--- src/rtl/alu_pkg.sv ---
// Shared definitions for the digit-serial add/subtract unit: controller
// state encoding and the sel operation codes.
package alu_pkg;

  typedef enum logic [1:0] {
    IDLE = 2'd0,
    CALC = 2'd1,
    DONE = 2'd2
  } state_t;

  localparam logic OP_ADD = 1'b0;
  localparam logic OP_SUB = 1'b1;

endpackage

--- src/rtl/addsub_digit.sv ---
// One DIGIT-bit combinational ripple slice. Produces the slice sum, the
// carry out of the slice and the carry into the slice's top bit (needed for
// the overflow flag when this slice holds the operand MSB).
module addsub_digit #(
  parameter int DIGIT = 4
) (
  input  logic [DIGIT-1:0] a,
  input  logic [DIGIT-1:0] b,
  input  logic             cin,
  output logic [DIGIT-1:0] s,
  output logic             cout,
  output logic             cmsb
);

  logic [DIGIT:0] full;

  // Ripple add with one extra bit to catch the carry out.
  always_comb begin
    full = {1'b0, a} + {1'b0, b} + {{DIGIT{1'b0}}, cin};
  end

  assign s    = full[DIGIT-1:0];
  assign cout = full[DIGIT];
  // Sum bit = a ^ b ^ carry_in, so the carry into the top bit is recoverable.
  assign cmsb = a[DIGIT-1] ^ b[DIGIT-1] ^ full[DIGIT-1];

endmodule

--- src/rtl/digit_serial_addsub.sv ---
// Digit-serial two's-complement adder/subtractor. Processes DIGIT bits per
// cycle, LSB digit first, and presents the full result with c_out, overflow
// and zero flags. Optional macro DIGIT_SERIAL_ADDSUB_SAT_EN enables signed
// saturation of the result on overflow; by default the result wraps.
//
// Handshake: an operand set transfers on a rising edge where in_valid and
// in_ready are both 1; a result transfers on a rising edge where out_valid
// and out_ready are both 1. in_ready is 1 only while idle, out_valid only
// while a result is held, and the held result never changes until it has
// been taken.
module digit_serial_addsub
  import alu_pkg::*;
#(
  parameter int WIDTH = 16,
  parameter int DIGIT = 4
) (
  input  logic             clk,
  input  logic             rst_n,
  input  logic             in_valid,
  output logic             in_ready,
  input  logic [WIDTH-1:0] x,
  input  logic [WIDTH-1:0] y,
  input  logic             sel,
  output logic             out_valid,
  input  logic             out_ready,
  output logic [WIDTH-1:0] sum,
  output logic             c_out,
  output logic             overflow,
  output logic             zero
);

  localparam int NDIG = WIDTH / DIGIT;
  localparam int CW   = (NDIG > 1) ? $clog2(NDIG) : 1;

  state_t           state;
  logic [WIDTH-1:0] xs;       // x, shifted right one digit per CALC cycle
  logic [WIDTH-1:0] ys;       // y (pre-inverted for subtract), shifted likewise
  logic [WIDTH-1:0] acc;      // result digits collected from the top down
  logic             carry;    // inter-digit carry
  logic             sel_q;
  logic [CW-1:0]    cnt;

  logic [DIGIT-1:0] d_s;
  logic             d_cout;
  logic             d_cmsb;
  logic [WIDTH-1:0] xs_next;
  logic [WIDTH-1:0] ys_next;
  logic [WIDTH-1:0] acc_next;
  logic [WIDTH-1:0] res_sum;
  logic             res_ovf;
  logic             last;

  addsub_digit #(.DIGIT(DIGIT)) u_digit (
    .a    (xs[DIGIT-1:0]),
    .b    (ys[DIGIT-1:0]),
    .cin  (carry),
    .s    (d_s),
    .cout (d_cout),
    .cmsb (d_cmsb)
  );

  // With a single digit there is nothing to shift; the slice is the result.
  generate
    if (NDIG == 1) begin : g_single
      assign xs_next  = '0;
      assign ys_next  = '0;
      assign acc_next = d_s;
    end else begin : g_multi
      assign xs_next  = {{DIGIT{1'b0}}, xs[WIDTH-1:DIGIT]};
      assign ys_next  = {{DIGIT{1'b0}}, ys[WIDTH-1:DIGIT]};
      assign acc_next = {d_s, acc[WIDTH-1:DIGIT]};
    end
  endgenerate

  assign last    = (cnt == CW'(NDIG - 1));
  assign res_ovf = d_cmsb ^ d_cout;

  // Final result value: wrapped, or clamped toward the true sign on overflow.
  always_comb begin
    res_sum = acc_next;
`ifdef DIGIT_SERIAL_ADDSUB_SAT_EN
    if (res_ovf) begin
      // On overflow the wrapped MSB is the inverse of the true sign.
      if (acc_next[WIDTH-1]) res_sum = {1'b0, {(WIDTH-1){1'b1}}};
      else                   res_sum = {1'b1, {(WIDTH-1){1'b0}}};
    end
`endif
  end

  // Controller and datapath: capture, digit-serial compute, hold result.
  always_ff @(posedge clk) begin
    if (!rst_n) begin
      state     <= IDLE;
      xs        <= '0;
      ys        <= '0;
      acc       <= '0;
      carry     <= 1'b0;
      sel_q     <= 1'b0;
      cnt       <= '0;
      sum       <= '0;
      c_out     <= 1'b0;
      overflow  <= 1'b0;
      zero      <= 1'b0;
      out_valid <= 1'b0;
      in_ready  <= 1'b1;
    end else begin
      case (state)
        IDLE: begin
          if (in_valid) begin
            xs       <= x;
            ys       <= y ^ {WIDTH{sel == OP_SUB}};
            sel_q    <= sel;
            carry    <= (sel == OP_SUB);
            cnt      <= '0;
            acc      <= '0;
            in_ready <= 1'b0;
            state    <= CALC;
          end
        end
        CALC: begin
          xs    <= xs_next;
          ys    <= ys_next;
          acc   <= acc_next;
          carry <= d_cout;
          cnt   <= cnt + 1'b1;
          if (last) begin
            sum       <= res_sum;
            c_out     <= d_cout ^ sel_q;
            overflow  <= res_ovf;
            zero      <= (res_sum == '0);
            out_valid <= 1'b1;
            state     <= DONE;
          end
        end
        DONE: begin
          if (out_ready) begin
            out_valid <= 1'b0;
            in_ready  <= 1'b1;
            state     <= IDLE;
          end
        end
        default: begin
          out_valid <= 1'b0;
          in_ready  <= 1'b1;
          state     <= IDLE;
        end
      endcase
    end
  end

endmodule

--- config.mk ---
export PLATFORM = sky130hd
export DESIGN_NAME = digit_serial_addsub
export DESIGN_NICKNAME = d
export VERILOG_FILES = /design/src/rtl/alu_pkg.sv /design/src/rtl/addsub_digit.sv /design/src/rtl/digit_serial_addsub.sv
export SDC_FILE = /design/constraint.sdc
export NUM_CORES = 1
export LEC_CHECK = 0
export CORE_UTILIZATION = 52
export CTS_CLUSTER_DIAMETER = 50
export DETAILED_ROUTE_END_ITERATION = 10
export PLACE_DENSITY = 0.76
export SETUP_SLACK_MARGIN = 0.05
export SLEW_MARGIN = 25
export SYNTH_ARGS = -nofsm -noshare
export SYNTH_HDL_FRONTEND = slang
export SYNTH_SLANG_ARGS = --single-unit
--- constraint.sdc ---
create_clock -name clk -period 2.7 [get_ports clk]
set_input_delay 0.54 -clock clk [delete_from_list [all_inputs] [get_ports clk]]
set_output_delay 0.54 -clock clk [all_outputs]
set_load 0.005 [all_outputs]
==> out/summary.txt <==
run status: completed
total power per unit cell area: 553.5 nW/um^2
total number of vias: 2653
unrepaired setup endpoints after global routing: no
Slowest cell on crit path: sky130_fd_sc_hd__fa_1
starting density of the core: 54.24%
Final Hold Violating Endpoints: 0
number of max-cap violations: 0
number of global-route vias before repair: 2548
Post-CTS Resized: 0
critical setup path kind: reg -> reg
DP Worst Slack: 0.5354 ns
I/O pin cnt: 58
worst clock skew on the final layout: 0.004165 ns
met3 Usage GRT: 5.393%
Worst Path Required: 2.98 ns
met1 track demand over resource in global routing: 25.14%
1st-pass router iterations: 4
antenna violations before repair: 0
number of hold buffers added after cts: 0
slew of the pin with the lowest slew margin: 0.9038 ns
cell-by-cell trace of the critical path: inv_1 -> fa_1 -> inv_1 -> fa_1 -> nor4b_1 -> nand2_1 -> nor4_1 -> a41o_1
fraction of final layout cells sized beyond drive strength 1: 5.314%
crit path launch type: flop
Die X: 80.82 um
largest delay contributor family on the critical path: adder cells
most common library cell in the layout ignoring fill and taps: sky130_fd_sc_hd__nand2_1
fin crit period: 2.163 ns
Total Power Consumption: 2159 uW
switching power as a share of total power: 25.54%
area taken by multi-input logic gates: 1603 um^2
area taken by flip-flops and latches: 1421 um^2
Synth Area per Inst: 8.827 um^2
internal power component: 1608 uW
critical path arrival: 2.44 ns
total placed cells including tap cells: 474
synth warn: 0
final cycle utilization of the critical path: 80.09%
Layout Cells excl Fill: 489
maximum achievable frequency: 462.4 MHz
sum of routed wire length over all layers: 6.435 mm
largest net degree at the start of global routing: 61
Residual DRC: 0
Cell Rows: 28
worst min path class: reg -> reg
final weighted congestion in routability-driven placement: 0.7806
portion of total power attributed to the clock network: 33.2%
highest-count cells in the layout ignoring fill and taps: sky130_fd_sc_hd__nand2_1 (75), sky130_fd_sc_hd__dfxtp_1 (71), sky130_fd_sc_hd__clkdlybuf4s50_1 (56)
floorplan core area: 5956 um^2
DP HPWL: 4.264 mm
insertion delay of the later-clocked pin in the worst-skew pair: 0.33 ns
synthesized net count: 409
Die Footprint: 6532 um^2
number of diodes added for antenna fixing: 0
Die Y: 80.82 um
count of input and output buffers: 57
clock sink count: 71
fraction of synthesis flops using an asynchronous set or reset pin: 0%
# setup viols final: 0
cell count after synthesis: 366
master cell of the clock root buffer: sky130_fd_sc_hd__clkbuf_8
violation count after the first detailed-route iteration: 154
synthesized cell area: 3231 um^2
part of the power in registers: 52.4%
global-route wire length before repair: 11.15 mm
setup total negative slack: 0 ns
Post-synth EDFFs: 0
static power due to leakage: 0.001533 uW
switching power: 551.4 uW
final net count: 453
highest cell delay on the worst timing path: 0.44 ns
post-route antenna net violation count: 0
Worst Path Buf+Inv: 2
level count of the clock H-tree: 3
global routing met2 resource utilization: 40.00%
number of fill cells in the layout: 525
sequential cell area fraction in the yosys report: 44.00%
kind of end point of the critical path: flop
commonest register cell after synthesis: sky130_fd_sc_hd__dfxtp_1
clock-pin slew on the worst setup and hold paths: 0.07 ns
area added between synthesis and finish: 20.76%
max-slew violations: 0
GR Util All Layers: 21.95%
distinct cell type count after synthesis: 43
vias per cell: 5.425
gr ovfl total: 0
number of buffers created by CTS: 9
routed len/inst: 13.16 um
buffers inserted by post-CTS timing repair: 0
Logic pwr share: 14.5%
maximum count of clock buffers along a single path: 2
maximum ir drop on the vdd rail: 296.7 uV
biggest fanout along the worst timing path: 3
TritonCTS clock tree: yes
post-layout worst setup margin: 0.5375 ns
GRT busiest layer: met2
remaining max-slew budget at the tightest pin: 39.75%
final hold slack: 0.4659 ns
number of register bits inferred by synthesis: 71
==> synthesized netlist by cell type, types with 2 or more instances <==
cell type | instances | area (um^2)
sky130_fd_sc_hd__a211oi_1 | 4 | 30.03
sky130_fd_sc_hd__a21boi_0 | 21 | 157.7
sky130_fd_sc_hd__a21boi_1 | 10 | 75.07
sky130_fd_sc_hd__a21oi_1 | 6 | 30.03
sky130_fd_sc_hd__a221oi_1 | 12 | 105.1
sky130_fd_sc_hd__buf_2 | 9 | 45.04
sky130_fd_sc_hd__buf_4 | 6 | 45.04
sky130_fd_sc_hd__buf_6 | 6 | 67.56
sky130_fd_sc_hd__clkbuf_1 | 9 | 33.78
sky130_fd_sc_hd__dfxtp_1 | 71 | 1421
sky130_fd_sc_hd__fa_1 | 2 | 40.04
sky130_fd_sc_hd__ha_1 | 4 | 50.05
sky130_fd_sc_hd__inv_1 | 4 | 15.01
sky130_fd_sc_hd__nand2_1 | 75 | 281.5
sky130_fd_sc_hd__nand2b_1 | 2 | 12.51
sky130_fd_sc_hd__nand3_1 | 28 | 140.1
sky130_fd_sc_hd__nor2_1 | 22 | 82.58
sky130_fd_sc_hd__nor2b_1 | 15 | 93.84
sky130_fd_sc_hd__nor4_1 | 2 | 12.51
sky130_fd_sc_hd__o211a_1 | 13 | 130.1
sky130_fd_sc_hd__o21ai_0 | 5 | 25.02
sky130_fd_sc_hd__xnor2_1 | 17 | 148.9
sky130_fd_sc_hd__xor2_1 | 3 | 26.28
==> registers in the layout, indices dropped and copies added, names as in the netlist <==
register / count
acc: 12
c_out: 1
carry: 1
cnt: 2
in_ready: 1
out_valid: 1
overflow: 1
sel_q: 1
state: 2
sum: 16
xs: 16
ys: 16
zero: 1
==> per-layer routing <==
| layer | vias to the layer above | share of wire [%] |
|---|---|---|
| li1 | 1337 | - |
| met1 | 1239 | 45 |
| met2 | 68 | 49 |
| met3 | 9 | 4.4 |
| met4 | 0 | 1.2 |
| met5 | - | 0 |
==> cells by family after synthesis <==
| family | count (synthesis) | synth area share [%] |
|---|---|---|
| DFF | 71 | 44.00 |
| AOI/OAI and AO/OA | 77 | 18.51 |
| and+or+nand+nor | 158 | 22.89 |
| buffers and inverters | 34 | 6.390 |
| adders and majority gates | 6 | 2.789 |
| xor gates and xnor gates | 20 | 5.422 |
==> power groups by stage <==
stage	clock, uW	sequential (uW)	combinational [uW]
final	716	1130	312
after global placement	0	1150	305
after detailed placement	0	1150	312
after floorplan	0	1140	233
after global routing	775	1140	354
after CTS	726	1130	315
==> layout make-up <==
type,count,area share [%]
clock buffer,14,3.913
clock inverter,1,0.1283
inverter,4,0.3849
multi-input combinational,261,41.08
sequential,71,36.43
tap,75,2.405
timing repair buffer,63,15.65
==> worst reg2reg max path, cell delays in order, from the launching register on <==
cell and delay [ns]:
sky130_fd_sc_hd__dfxtp_1 0.33, sky130_fd_sc_hd__inv_1 0.06, sky130_fd_sc_hd__fa_1 0.43, sky130_fd_sc_hd__inv_1 0.08, sky130_fd_sc_hd__fa_1 0.44, sky130_fd_sc_hd__nor4b_1 0.26, sky130_fd_sc_hd__nand2_1 0.08, sky130_fd_sc_hd__nor4_1 0.22
sky130_fd_sc_hd__a41o_1 0.22
==> stage by stage <==
stage / area [um^2] / util (%)
2_1_floorplan: 3231 / -
3_3_place_gp: 3744 / 62.86
3_5_place_dp: 3744 / 62.86
4_1_cts: 3901 / 65.50
5_1_grt: 3901 / 65.50
6_report: 3901 / 65.50
==> final timing paths <==
kind	endpoint	startpoint	slack, ns	cells after the start
worst max-delay path	zero	carry	0.54	8
worst min-delay path	sum[11]	sum[11]	0.47	2
worst max register to register	zero	carry	0.54	8
worst min register to register	sum[11]	sum[11]	0.47	2
(Power assumes the default switching activity.)
